`config.mk`:
```
export PLATFORM = sky130hd
export DESIGN_NAME = sdram_port_arbiter
export DESIGN_NICKNAME = d
export VERILOG_FILES = /design/src/rtl/sdram_port_arbiter.sv
export SDC_FILE = /design/constraint.sdc
export NUM_CORES = 1
export LEC_CHECK = 0
export ABC_AREA = 1
export CAP_MARGIN = 30
export CORE_UTILIZATION = 41
export DETAILED_ROUTE_END_ITERATION = 16
export DONT_BUFFER_PORTS = 1
export PLACE_DENSITY_LB_ADDON = 0.3
export SETUP_SLACK_MARGIN = 0.2
export SLEW_MARGIN = 10
export SYNTH_ARGS = -nofsm -noshare
export SYNTH_HDL_FRONTEND = slang
export SYNTH_SLANG_ARGS = --single-unit
```
`constraint.sdc`:
```
create_clock -name iCLK -period 1.7 [get_ports iCLK]
set_clock_uncertainty 0.05 [all_clocks]
set_input_delay 0.34 -clock iCLK [delete_from_list [all_inputs] [get_ports iCLK]]
set_output_delay 0.34 -clock iCLK [all_outputs]
set_load 0.05 [all_outputs]
```
`src/rtl/sdram_port_arbiter.sv`:
```
// sdram_port_arbiter
// Hands the shared 4-port SDRAM FIFOs back and forth between the camera/VGA
// path and the HPS neural-net path. Ownership only moves at a camera
// end-of-frame once the write FIFOs have drained. Every ownership change is
// wrapped in an oLOAD pulse, so oSEL_NN never changes without a FIFO reload.
// Optional feature: define SDRAM_ARB_WATCHDOG_EN to build the NN occupancy
// watchdog (forced release after NN_WDOG_CYCLES cycles, flagged in oERR[1]).
//
// NN handshake: the HPS holds iNN_REQ high for as long as it wants the ports.
// oNN_GRANT rises only after the reload into NN has finished, and the HPS may
// touch the FIFOs only while oNN_GRANT is high. The HPS gives the ports back
// with iNN_DONE (pulse or level) or by dropping iNN_REQ. oNN_GRANT falls on the
// same edge that starts the reload back to the camera.
module sdram_port_arbiter #(
    parameter int LOAD_CYCLES   = 4,
    parameter int DRAIN_TIMEOUT = 1024
`ifdef SDRAM_ARB_WATCHDOG_EN
    ,
    parameter int NN_WDOG_CYCLES = 1 << 20
`endif
) (
    input  logic       iCLK,
    input  logic       iRST,
    input  logic       iFVAL,
    input  logic       iWR_EMPTY,
    input  logic       iNN_REQ,
    input  logic       iNN_DONE,
    input  logic       iERR_CLR,
    output logic       oSEL_NN,
    output logic       oLOAD,
    output logic       oCAM_EN,
    output logic       oNN_GRANT,
    output logic [7:0] oSESSIONS,
    output logic [1:0] oERR,
    output logic [2:0] oDBG_STATE
);

    localparam int LW = (LOAD_CYCLES > 1) ? $clog2(LOAD_CYCLES) : 1;
    localparam int DW = (DRAIN_TIMEOUT > 1) ? $clog2(DRAIN_TIMEOUT) : 1;
    localparam logic [LW-1:0] LOAD_LAST  = LW'(LOAD_CYCLES - 1);
    localparam logic [DW-1:0] DRAIN_LAST = DW'(DRAIN_TIMEOUT - 1);

    typedef enum logic [2:0] {
        S_CAM      = 3'd0,
        S_WAIT_EOF = 3'd1,
        S_DRAIN    = 3'd2,
        S_LOAD_NN  = 3'd3,
        S_NN       = 3'd4,
        S_LOAD_CAM = 3'd5
    } state_t;

    state_t          state;
    logic            fval_q;
    logic            empty_q;
    logic [DW-1:0]   drain_cnt;
    logic [LW-1:0]   load_cnt;
    logic            fval_fall;
    logic            drain_done;
    logic            drain_expire;
    logic            nn_release;
    logic            wdog_expire;

    assign oDBG_STATE = state;

    // End of frame: FVAL was high last cycle and is low now.
    assign fval_fall    = fval_q & ~iFVAL;
    // Write FIFOs count as drained only after two consecutive empty samples.
    assign drain_done   = iWR_EMPTY & empty_q;
    assign drain_expire = (state == S_DRAIN) && !drain_done && (drain_cnt == DRAIN_LAST);
    assign nn_release   = iNN_DONE | ~iNN_REQ;

`ifdef SDRAM_ARB_WATCHDOG_EN
    localparam int WW = (NN_WDOG_CYCLES > 1) ? $clog2(NN_WDOG_CYCLES) : 1;
    localparam logic [WW-1:0] WDOG_LAST = WW'(NN_WDOG_CYCLES - 1);

    logic [WW-1:0] wdog_cnt;

    assign wdog_expire = (state == S_NN) && !nn_release && (wdog_cnt == WDOG_LAST);

    // NN occupancy counter: runs only while NN owns the ports, zero otherwise.
    always_ff @(posedge iCLK or posedge iRST) begin
        if (iRST) begin
            wdog_cnt <= '0;
        end else if (state == S_NN) begin
            wdog_cnt <= wdog_cnt + 1'b1;
        end else begin
            wdog_cnt <= '0;
        end
    end
`else
    assign wdog_expire = 1'b0;
`endif

    // Single registered sample of FVAL for end-of-frame detection.
    always_ff @(posedge iCLK or posedge iRST) begin
        if (iRST) begin
            fval_q <= 1'b0;
        end else begin
            fval_q <= iFVAL;
        end
    end

    // Ownership sequencer; every output is registered alongside the state.
    always_ff @(posedge iCLK or posedge iRST) begin
        if (iRST) begin
            state     <= S_CAM;
            oSEL_NN   <= 1'b0;
            oLOAD     <= 1'b0;
            oCAM_EN   <= 1'b1;
            oNN_GRANT <= 1'b0;
            oSESSIONS <= 8'd0;
            drain_cnt <= '0;
            load_cnt  <= '0;
            empty_q   <= 1'b0;
        end else begin
            case (state)
                S_CAM: begin
                    if (iNN_REQ) begin
                        state <= S_WAIT_EOF;
                    end
                end
                S_WAIT_EOF: begin
                    // A dropped request beats a simultaneous end of frame.
                    if (!iNN_REQ) begin
                        state <= S_CAM;
                    end else if (fval_fall) begin
                        state     <= S_DRAIN;
                        oCAM_EN   <= 1'b0;
                        drain_cnt <= '0;
                        empty_q   <= 1'b0;
                    end
                end
                S_DRAIN: begin
                    empty_q   <= iWR_EMPTY;
                    drain_cnt <= drain_cnt + 1'b1;
                    if (drain_done || drain_expire) begin
                        state    <= S_LOAD_NN;
                        oSEL_NN  <= 1'b1;
                        oLOAD    <= 1'b1;
                        load_cnt <= '0;
                    end
                end
                S_LOAD_NN: begin
                    if (load_cnt == LOAD_LAST) begin
                        state     <= S_NN;
                        oLOAD     <= 1'b0;
                        oNN_GRANT <= 1'b1;
                    end else begin
                        load_cnt <= load_cnt + 1'b1;
                    end
                end
                S_NN: begin
                    if (nn_release || wdog_expire) begin
                        state     <= S_LOAD_CAM;
                        oNN_GRANT <= 1'b0;
                        oSEL_NN   <= 1'b0;
                        oLOAD     <= 1'b1;
                        load_cnt  <= '0;
                    end
                end
                S_LOAD_CAM: begin
                    if (load_cnt == LOAD_LAST) begin
                        state     <= S_CAM;
                        oLOAD     <= 1'b0;
                        oCAM_EN   <= 1'b1;
                        oSESSIONS <= oSESSIONS + 1'b1;
                    end else begin
                        load_cnt <= load_cnt + 1'b1;
                    end
                end
                default: begin
                    state <= S_CAM;
                end
            endcase
        end
    end

    // Sticky error flags; a new error outranks a clear in the same cycle.
    always_ff @(posedge iCLK or posedge iRST) begin
        if (iRST) begin
            oERR <= 2'b00;
        end else begin
            oERR <= (iERR_CLR ? 2'b00 : oERR) | {wdog_expire, drain_expire};
        end
    end

endmodule

```
[Word-level counts from Yosys, hierarchy flattened]
Cells that the tools add are included.
Cells by class
  add/subtract/negate cells: 3
  equality and inequality tests: 17
  muxes and demuxes: 28
  bitwise gates (word level): 6
  reductions and logical operators: 19
Operator list (count)
  3-bit two-way mux: 7
  10-bit two-way mux: 2
  10-bit one-hot mux with 2 select lines: 1
  3-bit one-hot mux with 6 select lines: 1
  2-bit != test, second input constant: 7
  4-bit AND reduction: 3
  10-bit by 1-bit adder with 10-bit output, second input constant: 1
  10-bit equality test, second input constant: 1
  3-bit AND reduction: 3
  8-bit by 1-bit adder with 8-bit output, second input constant: 1
  2-bit two-way mux: 4
  1-bit one-hot mux with 2 select lines: 4
  2-bit nonzero test: 4
  1-bit two-way mux: 7
  3-bit by 2-bit equality test with 1-bit output, second input constant: 2
  3-bit equality test, second input constant: 2
  2-bit one-hot mux with 3 select lines: 1
  6-bit AND reduction: 1
  2-bit by 1-bit != test with 1-bit output, second input constant: 2
  3-bit by 1-bit equality test with 1-bit output, second input constant: 1
  3-bit logical NOT: 1
  3-bit != test, second input constant: 1
  1-bit one-hot mux with 3 select lines: 1
  3-bit nonzero test: 1
  other kinds (11): 14
Storage, ports and cells
  register bits after elaboration: 31
  input bits: 7
  word-level logic and storage cells: 84

[Logic depth before layout (Yosys ltp)]
Gate-level depths: netlist of run 1.
  word-level depth: 7
  gate-level depth with buffers: 10
  mapped depth without buffers: 9

[Worst setup path before layout of run 1]
No wires, ideal clock.
  path kind: reg2reg
  start: register state[2], in the netlist oDBG_STATE[2]
  end: register oSESSIONS[6]
  arrival: 1442 ps
  path slack: 89 ps
  cell stages (with the launch flop): 9
  buffers on the path: 1
  period minus slack after synthesis: 1611 ps
  path through: dfrtp_1 > buf_6 > nand3_4 > nor2_8 > nand2_2 > nor2_4 > nand3_1 > nand2_1 > nand2_1
On the way
  cells in the longest elaborated chain, start to end: 2
RTL lines
  start, declared: RTL line 52  | state_t state;
  start signal, assigned: RTL line 106  | state <= S_CAM;
  start signal, assigned: RTL line 119  | state <= S_WAIT_EOF;
  start signal, assigned: RTL line 125  | state <= S_CAM;
  3-bit equality test: RTL line 116  | case (state)
  2-bit AND reduction (no line)
  end signal, assigned: RTL line 166  | oSESSIONS <= oSESSIONS + 1'b1;
  end, declared: RTL line 33  | output logic [7:0] oSESSIONS,
Every way passes these cells.
A chain may end at the register's enable or synchronous reset.

[Worst setup path in the final report of run 1]
  start: register state[1], in the netlist oDBG_STATE[1]
  end: register oLOAD
On the way
  cells in the longest elaborated chain, start to end: 6
  elaborated cells on any way between the ends: 14
RTL lines
  3-bit by 2-bit equality test with 1-bit output: RTL line 69, 116
  1-bit logical AND (2 in a row): RTL line 69  | assign drain_expire = (state == S_DRAIN) && !drain_done && (drain_cnt == DRAIN_LAST);
  1-bit logical OR: RTL line 136  | if (drain_done || drain_expire) begin
  2-bit by 1-bit != test with 1-bit output (no line)
  4-bit AND reduction (no line)
  end signal, assigned: RTL line 139  | oLOAD <= 1'b1;
  end signal, assigned: RTL line 146  | oLOAD <= 1'b0;
  end signal, assigned: RTL line 157  | oLOAD <= 1'b1;
  end, declared: RTL line 30  | output logic oLOAD,
Parallel ways exist; a longest one is shown, timed or not.

==> metrics, run 1 <==
final setup TNS 0 ns; Fmax achieved 666 MHz; vias after detailed routing 1404; Port Buffers 0; Critical Path, Cell by Cell nand3_4 > nor2_4 > buf_4 > a21oi_4 > nand2_1 > nand2_1 > nand2_1; clock latency at the later pin of the worst-skew pair 0.28 ns; Seq cells post-synth 30; max_cap viols 0; met3 WL 97 um; Root Driver clkbuf_8; switching power of the nets 1.51 mW; Die X 68.0 um; FP Rows 23; Hold/Removal Path Class input port to register; RSZ-0062 raised after global routing yes; TritonCTS clock tree done; Final Hold Slack 0.0395 ns; most numerous cell on the critical path nand2_1; Routed met1 length 1.70 mm; All-Layer GR Usage 16.3%; Vias/cell 4.93; period utilization 88.3%; Placer Congestion 0.811; Post-Synth Simple-Gate Area 34.7%; Post-Syn Area 1790 um^2; clock slew at reported path FFs 0.07 ns; power per cell area 1580 nW/um^2; die area 4630 um^2; Data arrival, critical path 1.61 ns; crit end category register; vias in the first global route 1183; clk buf depth 2; Mapped Cells 209; status completed; Slowest Stage Delay on Critical Path 0.49 ns; TritonCTS buffer count 5; pin count of the biggest net entering global routing 31; Starting Density 43.7%; cell-internal power 1.84 mW; share of cells above drive strength 1 28.1%; Antenna Cells 0; Yosys Warn Count 0; Synth cell types 31; post-synthesis mux area share 0%; DRC errors left 0; switching share of total power 45.0%; commonest non-fill, non-tap cells in the layout 54 x nand2_1, 29 x inv_1, 26 x dfrtp_1; CP Max Fanout 10; xor and xnor area share after synthesis 3.92%; Setup crit start kind register; Combinational Power Share 44.9%; Worst Tran Pin Value 0.567 ns; most common cell after layout, fill and taps aside nand2_1; HPWL Detailed 2.42 mm; required time of the critical path 1.81 ns; DR iter-0 viols 128; area of the core 4090 um^2; Layout Nets 244; TritonRoute pass-1 iters 4; Slew headroom 62.2%; global-route wire length before repair 5.45 mm; global route overflow 0; maximum vdd drop 0.657 mV; max-slew violation count 0; clock share of power 17.8%; post-synthesis sequential area ratio 42.1%; largest family of logic cells by synthesized area simple AND/OR/NAND/NOR gates; slowest stage cell, crit path dfrtp_2; Fin. Hold Viols 0; clk sink count 30; area delta synth->final 18.5%; Post-Syn Nets 219; top sig layer met4; met2 WL post-DR 1.75 mm; initial antenna violation count 0; H-tree levels 2; Filler cells 395; Die Y-Extent 68.0 um; post-route ant nets 0; compound-cell area share of the yosys netlist 6.44%; min cycle time layout 1.50 ns; routed len/inst 12.5 um; I/O Pins 24; Avg Cell Area, Syn 8.55 um^2; Final Setup Violations 0; final WL 3.58 mm; Post-Synth Adder-Cell Area 2.10%; share of total power in sequential cells 37.3%; leakage 1.09 nW; kind of critical path register to register
-- metrics by stage --
stage          instances  instance area [um^2]  setup WS [ns]  power (mW)  utilization (%)
3_3_place_gp         263                  1870          0.184        2.45             45.7
5_1_grt              285                  2120          0.138        3.55             51.8
4_1_cts              272                  1970          0.200        3.09             48.3
2_1_floorplan        209                  1790          0.190        2.31                -
6_report             285                  2120          0.199        3.35             51.8
3_5_place_dp         263                  1870          0.168        2.48             45.7
-- logic make-up (layout without fill, tap and decap cells) --
family | Yosys count | after routing
simple gates | 107 | 107
buf+inv | 39 | 65
flops | 30 | 30
compound gates | 21 | 21
xor+xnor | 8 | 8
fa+ha+maj | 3 | 3
other cells | 1 | 1
-- final timing paths --
check | endpoint | start | slack [ns] | depth (start not counted)
worst max register to register | oLOAD | oDBG_STATE[1] | 0.20 | 7
worst min register to register | load_cnt[1] | load_cnt[1] | 0.44 | 2
max in group asynchronous | oCAM_EN | iRST | 0.74 | 3
min in group asynchronous | drain_cnt[7] | iRST | 0.53 | 3
worst max-delay path | oLOAD | oDBG_STATE[1] | 0.20 | 7
worst min-delay path | fval_q | iFVAL | 0.04 | 0
-- cells in the mapped netlist --
library cell | number | share of area (%)
nor2_4 | 8 | 5.0
nor2_1 | 5 | 1.1
nor2_2 | 2 | 0.70
inv_4 | 1 | 0.35
nand3_2 | 2 | 1.1
xor2_1 | 5 | 2.5
o21ai_0 | 9 | 2.5
nand3_1 | 16 | 4.5
nand2_4 | 2 | 1.3
nand2_1 | 56 | 12
nand4_1 | 5 | 1.8
ha_1 | 3 | 2.1
inv_6 | 1 | 0.49
a21oi_2 | 1 | 0.49
nand4_2 | 1 | 0.70
xnor2_1 | 3 | 1.5
inv_1 | 29 | 6.1
buf_4 | 1 | 0.42
o22ai_1 | 3 | 1.1
dfstp_2 | 1 | 1.5
o21ai_1 | 5 | 1.4
nor2_8 | 1 | 1.1
a21oi_1 | 2 | 0.56
nand3b_1 | 1 | 0.42
nand2_2 | 4 | 1.4
conb_1 | 1 | 0.21
inv_2 | 3 | 0.63
buf_6 | 4 | 2.5
dfrtp_1 | 29 | 41
o31ai_1 | 1 | 0.42
nand3_4 | 4 | 3.9
-- registers in the layout, summed over array words and instances, names as in the netlist, 2 cells and up --
register / count
oSESSIONS: 8
load_cnt: 2
oDBG_STATE: 3
drain_cnt: 10
-- layout make-up --
type	count	area, um^2	share of cell area, %
Multi-Input combinational cell	140	888	42.0
Inverter	34	138	6.50
Tap cell	50	62.6	2.96
Sequential cell	30	756	35.7
Clock buffer	8	90.1	4.26
Timing Repair Buffer	23	183	8.63
-- power by group through the flow --
stage,clock network [mW],logic [mW],registers [mW]
2_1_floorplan,0,1.04,1.27
3_3_place_gp,0,1.17,1.28
3_5_place_dp,0,1.19,1.29
4_1_cts,0.602,1.21,1.28
5_1_grt,0.638,1.64,1.28
6_report,0.596,1.50,1.25
-- what timing repair did --
action                                  in CTS  in global routing
pin swaps                                    0                  5
buffers inserted                             0                 13
hold buffers                                 1                  0
gates resized for setup                      1                 10
gates cloned                                 0                  0
endpoints found under the hold margin       29                  0
endpoints found under the setup margin       3                 18
-- critical path, delay by kind of cell (launching register included) --
family	cells	cell delay, ns
AND/OR/NAND/NOR	5	0.51
flip-flops	1	0.49
AO/OA/AOI/OAI	1	0.19
buffers and inverters	1	0.14
-- metal layers --
metal	track usage (%)	up-vias
met2	25.1	21
met5	0	-
met4	5.47	0
met1	21.4	671
met3	5.00	2
li1	-	710
Note: power is estimated with default switching activity, not from simulation.
==> run 2: changes to the inputs <==
ABC_AREA = default   (was 1)
CAP_MARGIN = 20   (was 30)
TNS_END_PERCENT = 5   (was default)
==> metrics, run 2 <==
share of total power in sequential cells 42.1% (was 37.3%); vias in the first global route 1254 (was 1183); min-delay src iFVAL (unchanged); most frequent cells after synthesis 29 x dfrtp_1, 17 x nand2_1, 8 x nand4_1, 8 x o21ai_1, 6 x xnor2_1 (was 56 x nand2_1, 29 x dfrtp_1, 29 x inv_1); switching share of total power 41.0% (was 45.0%); final WL 3.39 mm (was 3.58 mm); worst setup margin 0.153 ns (was 0.199 ns); Die X 62.8 um (was 68.0 um); Seq cells post-synth 30 (unchanged); area leader, netlist dfrtp_1 (unchanged); routed len/inst 15.3 um (was 12.5 um); RR Endpoint load_cnt[0] (was oLOAD); post-route ant nets 0 (unchanged); Worst R2R Start oDBG_STATE[1] (unchanged); clock latency at the later pin of the worst-skew pair 0.29 ns (was 0.28 ns); Worst Tran Pin Value 0.534 ns (was 0.567 ns); I/O Pins 24 (unchanged); count leader, synth dfrtp_1 (was nand2_1); Layout Nets 184 (was 244); TritonCTS buffer count 5 (unchanged); crit end category register (unchanged); max reg flops 10 (unchanged); R2R depth 4 (was 7); Fin. Hold Viols 0 (unchanged); top post-synthesis cells by area dfrtp_1 48%, nand2_1 4.2%, xnor2_1 3.5%, nand4_1 3.3%, o21ai_1 2.6% (was dfrtp_1 41%, nand2_1 12%, inv_1 6.1%, nor2_4 5.0%, nand3_1 4.5%); ys flop type dfrtp_1 (unchanged); Slew headroom 64.4% (was 62.2%); TritonRoute pass-1 iters 4 (unchanged); Hold/Removal Path Class input port to register (unchanged); initial antenna violation count 0 (unchanged); Fmax achieved 647 MHz (was 666 MHz); post-route cell area 1870 um^2 (was 2120 um^2); Root Driver clkbuf_8 (unchanged); pin count of the biggest net entering global routing 13 (was 31); Final Setup Violations 0 (unchanged); Final Core Density 54.4% (was 51.8%); Post-Syn Area 1510 um^2 (was 1790 um^2); Placer Congestion 0.880 (was 0.811); DR iter-0 viols 60 (was 128); Yosys Warn Count 0 (unchanged); fin cells 221 (was 285); commonest non-fill, non-tap cells in the layout 26 x dfrtp_1, 26 x buf_4, 17 x nand2_1 (was 54 x nand2_1, 29 x inv_1, 26 x dfrtp_1); cell-internal power 1.84 mW (about the same); global-route wire length before repair 5.89 mm (was 5.45 mm); EDFF count, synth 0 (unchanged); Multi-input gate area 743 um^2 (was 888 um^2); Synth cell types 46 (was 31); FP Rows 21 (was 23); switching power of the nets 1.28 mW (was 1.51 mW); vias after detailed routing 1219 (was 1404); clk sink count 30 (unchanged); area delta synth->final 23.6% (was 18.5%); die area 3940 um^2 (was 4630 um^2); Setup crit start kind register (unchanged); power per cell area 1670 nW/um^2 (was 1580 nW/um^2); clock share of power 18.7% (was 17.8%); hold path cells 0 (unchanged); CP Max Fanout 9 (was 10); Placed Area 1690 um^2 (was 1870 um^2); maximum vdd drop 0.689 mV (was 0.657 mV); asr flop ratio synth 100% (unchanged); share of cells above drive strength 1 28.6% (was 28.1%); Die Y-Extent 62.8 um (was 68.0 um); setup slack, reg-to-reg 0.15 ns (was 0.20 ns); period utilization 91.0% (was 88.3%); TritonCTS clock tree done (unchanged); Vias/cell 5.52 (was 4.93); Avg Cell Area, Syn 10.2 um^2 (was 8.55 um^2); DRC errors left 0 (unchanged); clk buf depth 2 (unchanged); kind of critical path register to register (unchanged); Antenna Cells 0 (unchanged); min cycle time layout 1.55 ns (was 1.50 ns); global route overflow 0 (unchanged); clock slew at reported path FFs 0.06 ns (was 0.07 ns); Reg with most FFs drain_cnt (unchanged); All-Layer GR Usage 19.8% (was 16.3%); Data arrival, critical path 1.67 ns (was 1.61 ns); Port Buffers 0 (unchanged); Starting Density 44.0% (was 43.7%); required time of the critical path 1.82 ns (was 1.81 ns); status completed (unchanged); HPWL Detailed 2.39 mm (was 2.42 mm); H-tree levels 2 (unchanged); Setup WS pre-CTS 0.141 ns (was 0.168 ns); final setup TNS 0 ns (unchanged); DP Cell Count 206 (was 263); Worst Hold Path EP fval_q (unchanged); RSZ-0062 raised after global routing yes (unchanged); leakage 0.857 nW (was 1.09 nW); area share of the largest cell type after synthesis 47.9% (was 40.6%); area of the core 3440 um^2 (was 4090 um^2); Final Hold Slack 0.0302 ns (was 0.0395 ns); Post-Syn Nets 158 (was 219); PnR Total Power 3.12 mW (was 3.35 mW); Mapped Cells 148 (was 209); post-synthesis sequential area ratio 49.7% (was 42.1%); Combinational Power Share 39.2% (was 44.9%); Register Area 756 um^2 (unchanged); max_cap viols 0 (unchanged); Filler cells 318 (was 395); max-slew violation count 0 (unchanged)
## run 2: changes by cell type after synthesis, moves of 8 or more
cell / previous run / this run
inv_1: 29 / 4
nand2_1: 56 / 17
nand3_1: 16 / 4
nor2_4: 8 / 0
o21ai_0: 9 / 1
## run 2: critical path, stage by stage, from the launching register on
cell      delay (ns)
dfrtp_2         0.45
or3b_4          0.44
a21oi_4         0.18
a21boi_2        0.09
a22o_1          0.22
## run 2: worst max path at each step
stage | depth (start not counted) | end | start | slack, ns
floorplan | 5 | drain_cnt[7] | oDBG_STATE[2] | 0.05
global placement | 4 | load_cnt[0] | oDBG_STATE[2] | 0.18
detailed placement | 4 | load_cnt[0] | oDBG_STATE[2] | 0.14
CTS | 4 | load_cnt[0] | oDBG_STATE[2] | 0.17
global route | 5 | oLOAD | oDBG_STATE[2] | 0.08
finish | 4 | load_cnt[0] | oDBG_STATE[1] | 0.15
## run 2: final cells by class
type	count	area share, %
repair buffers	27	11.0
clock inverters	1	0.267
flip-flops and latches	30	40.4
clock buffers	7	4.61
multi-input cells	105	39.7
inverters	5	1.00
well taps	46	3.07
## run 2: cells by family (layout without fill, tap and decap cells)
kind of cell	count (synthesis)	after routing	share of synthesized area (%)
AOI/OAI and AO/OA	37	37	17.1
xor gates and xnor gates	8	8	4.63
adders and majority gates	3	3	2.48
buffers and inverters	13	40	4.05
DFF	30	30	49.7
muxes	2	2	1.40
other	1	1	0.248
and+or+nand+nor	54	54	20.4
## run 2: what timing repair did
action                                  4_1_cts  5_1_grt
hold buffers                                  1        0
hold endpoints to repair                      9        0
endpoints found under the setup margin       13       21
resized for setup                             5        4
pin swaps                                     2        2
buffers inserted                              5        1
## run 2: per-layer routing
metal / global-route usage (%) / part of all wire, %
met1: 24.2 / 45
met3: 8.58 / 6.6
met5: 0 / 0
met4: 8.43 / 1.6
met2: 30.3 / 47
## run 2: power by group through the flow
| stage | sequential, mW | clock (mW) | combinational [mW] |
|---|---|---|---|
| 5_1_grt | 1.35 | 0.641 | 1.36 |
| 2_1_floorplan | 1.37 | 0 | 0.714 |
| 3_3_place_gp | 1.32 | 0 | 1.02 |
| 3_5_place_dp | 1.33 | 0 | 1.04 |
| 6_report | 1.31 | 0.584 | 1.22 |
| 4_1_cts | 1.30 | 0.608 | 1.20 |
==> run 3: changes to the inputs <==
CORE_MARGIN = 1.5   (was default)
==> metrics, run 3 (same netlist as run 2, synthesis figures left out) <==
worst setup margin 0.163 ns (was 0.153 ns); max-slew violation count 0 (unchanged); TritonCTS clock tree done (unchanged); CP Max Fanout 6 (was 9); post-route ant nets 0 (unchanged); Top Usage Layer GRT met2 (unchanged); Fmax achieved 651 MHz (was 647 MHz); I/O Pins 24 (unchanged); Setup WS pre-CTS 0.119 ns (was 0.141 ns); Setup crit start kind register (unchanged); Slew headroom 65.5% (was 64.4%); clock latency at the later pin of the worst-skew pair 0.29 ns (about the same); maximum vdd drop 0.646 mV (was 0.689 mV); H-tree levels 2 (unchanged); vias in the first global route 1199 (was 1254); clk buf depth 2 (unchanged); commonest non-fill, non-tap cells in the layout 31 x buf_4, 26 x dfrtp_1, 17 x nand2_1 (was 26 x dfrtp_1, 26 x buf_4, 17 x nand2_1); Final Setup Violations 0 (unchanged); Slowest Stage Delay on Critical Path 0.45 ns (about the same); die area 4070 um^2 (was 3940 um^2); Starting Density 44.0% (unchanged); final setup TNS 0 ns (unchanged); clk sink count 30 (unchanged); met2 Usage GRT 26.4% (was 30.3%); Die Y-Extent 63.8 um (was 62.8 um); Layout Nets 189 (was 184); Critical Path, Cell by Cell or3b_4 > a21oi_4 > a21boi_2 > a22o_1 (unchanged); share of cells above drive strength 1 29.4% (was 28.6%); RSZ-0062 raised after global routing yes (unchanged); TritonRoute pass-1 iters 4 (unchanged); Antenna Cells 0 (unchanged); final WL 3.19 mm (was 3.39 mm); routing usage on met1 24.2% (about the same); period utilization 90.4% (was 91.0%); TritonCTS buffer count 5 (unchanged); global route overflow 0 (unchanged); global-route wire length before repair 5.69 mm (was 5.89 mm); required time of the critical path 1.83 ns (was 1.82 ns); fin cells 226 (was 221); FP Rows 21 (unchanged); Fin. Hold Viols 0 (unchanged); Reg with most FFs drain_cnt (unchanged); DRC errors left 0 (unchanged); routing usage on met3 8.10% (was 8.58%); Data arrival, critical path 1.66 ns (was 1.67 ns); max_cap viols 0 (unchanged); leakage 0.872 nW (was 0.857 nW); Placer Congestion 0.819 (was 0.880); Hold/Removal Path Class input port to register (unchanged); All-Layer GR Usage 18.5% (was 19.8%); min cycle time layout 1.54 ns (was 1.55 ns); slowest stage cell, crit path dfrtp_2 (unchanged); Port Buffers 0 (unchanged); status completed (unchanged); Filler cells 299 (was 318); DP Cell Count 207 (was 206); Final Core Density 55.1% (was 54.4%); max reg flops 10 (unchanged); most common cell after layout, fill and taps aside buf_4; DR iter-0 viols 48 (was 60); kind of critical path register to register (unchanged); Root Driver clkbuf_8 (unchanged); Worst Tran Pin Value 0.517 ns (was 0.534 ns); crit end category register (unchanged); HPWL Detailed 2.26 mm (was 2.39 mm); area of the core 3440 um^2 (unchanged); vias after detailed routing 1188 (was 1219); pin count of the biggest net entering global routing 18 (was 13); area delta synth->final 25.4% (was 23.6%); Vias/cell 5.26 (was 5.52); clock slew at reported path FFs 0.07 ns (was 0.06 ns); Die X 63.8 um (was 62.8 um); initial antenna violation count 0 (unchanged); power per cell area 1650 nW/um^2 (was 1670 nW/um^2); routed len/inst 14.1 um (was 15.3 um)
-- run 3: cell type report --
| type | count | area [um^2] | area share (%) |
|---|---|---|---|
| flip-flops and latches | 30 | 756 | 39.8 |
| multi-input cells | 105 | 728 | 38.4 |
| clock inverters | 2 | 12.5 | 0.659 |
| well taps | 46 | 57.6 | 3.03 |
| clock buffers | 6 | 82.6 | 4.35 |
| repair buffers | 32 | 243 | 12.8 |
| inverters | 5 | 18.8 | 0.989 |
-- run 3: final timing paths --
kind,startpoint,end,slack [ns],cells past startpoint
max,oDBG_STATE[0],load_cnt[0],0.16,4
min,iFVAL,fval_q,0.02,0
max reg2reg,oDBG_STATE[0],load_cnt[0],0.16,4
min reg2reg,drain_cnt[4],drain_cnt[4],0.43,1
max in group asynchronous,iRST,oDBG_STATE[0],0.88,3
min in group asynchronous,iRST,oCAM_EN,0.46,2
-- run 3: what timing repair did --
action | 4_1_cts | 5_1_grt
pin swaps | 3 | 3
setup endpoints to repair | 15 | 23
gates resized for setup | 3 | 3
endpoints found under the hold margin | 30 | 0
cloned | 0 | 0
setup buffers | 8 | 2
hold buffers | 1 | 0
-- run 3: stage by stage --
stage / hold slack (ns) / power (mW) / cell area, um^2
2_1_floorplan: 0.321 / 2.08 / 1530
3_3_place_gp: 0.221 / 2.33 / 1690
3_5_place_dp: 0.222 / 2.36 / 1690
4_1_cts: 0.0156 / 3.11 / 1870
5_1_grt: 0.00704 / 3.35 / 1900
6_report: 0.0218 / 3.13 / 1900
-- run 3: layer usage --
layer	part of all wire (%)	wire length (um)
met1	49	1570
met2	43	1380
met4	1.9	61
met5	0	0
met3	6.0	190
-- run 3: worst max-delay path: cells and delay by family, from the launching register on --
kind / cells / cell delay (ns)
DFF: 1 / 0.45
AOI/OAI and AO/OA: 3 / 0.48
and+or+nand+nor: 1 / 0.44
-- run 3: where the power goes --
part,internal [mW],switching (mW),total (mW)
Sequential,0.939,0.363,1.30
Clock,0.325,0.288,0.612
Combinational,0.589,0.629,1.22
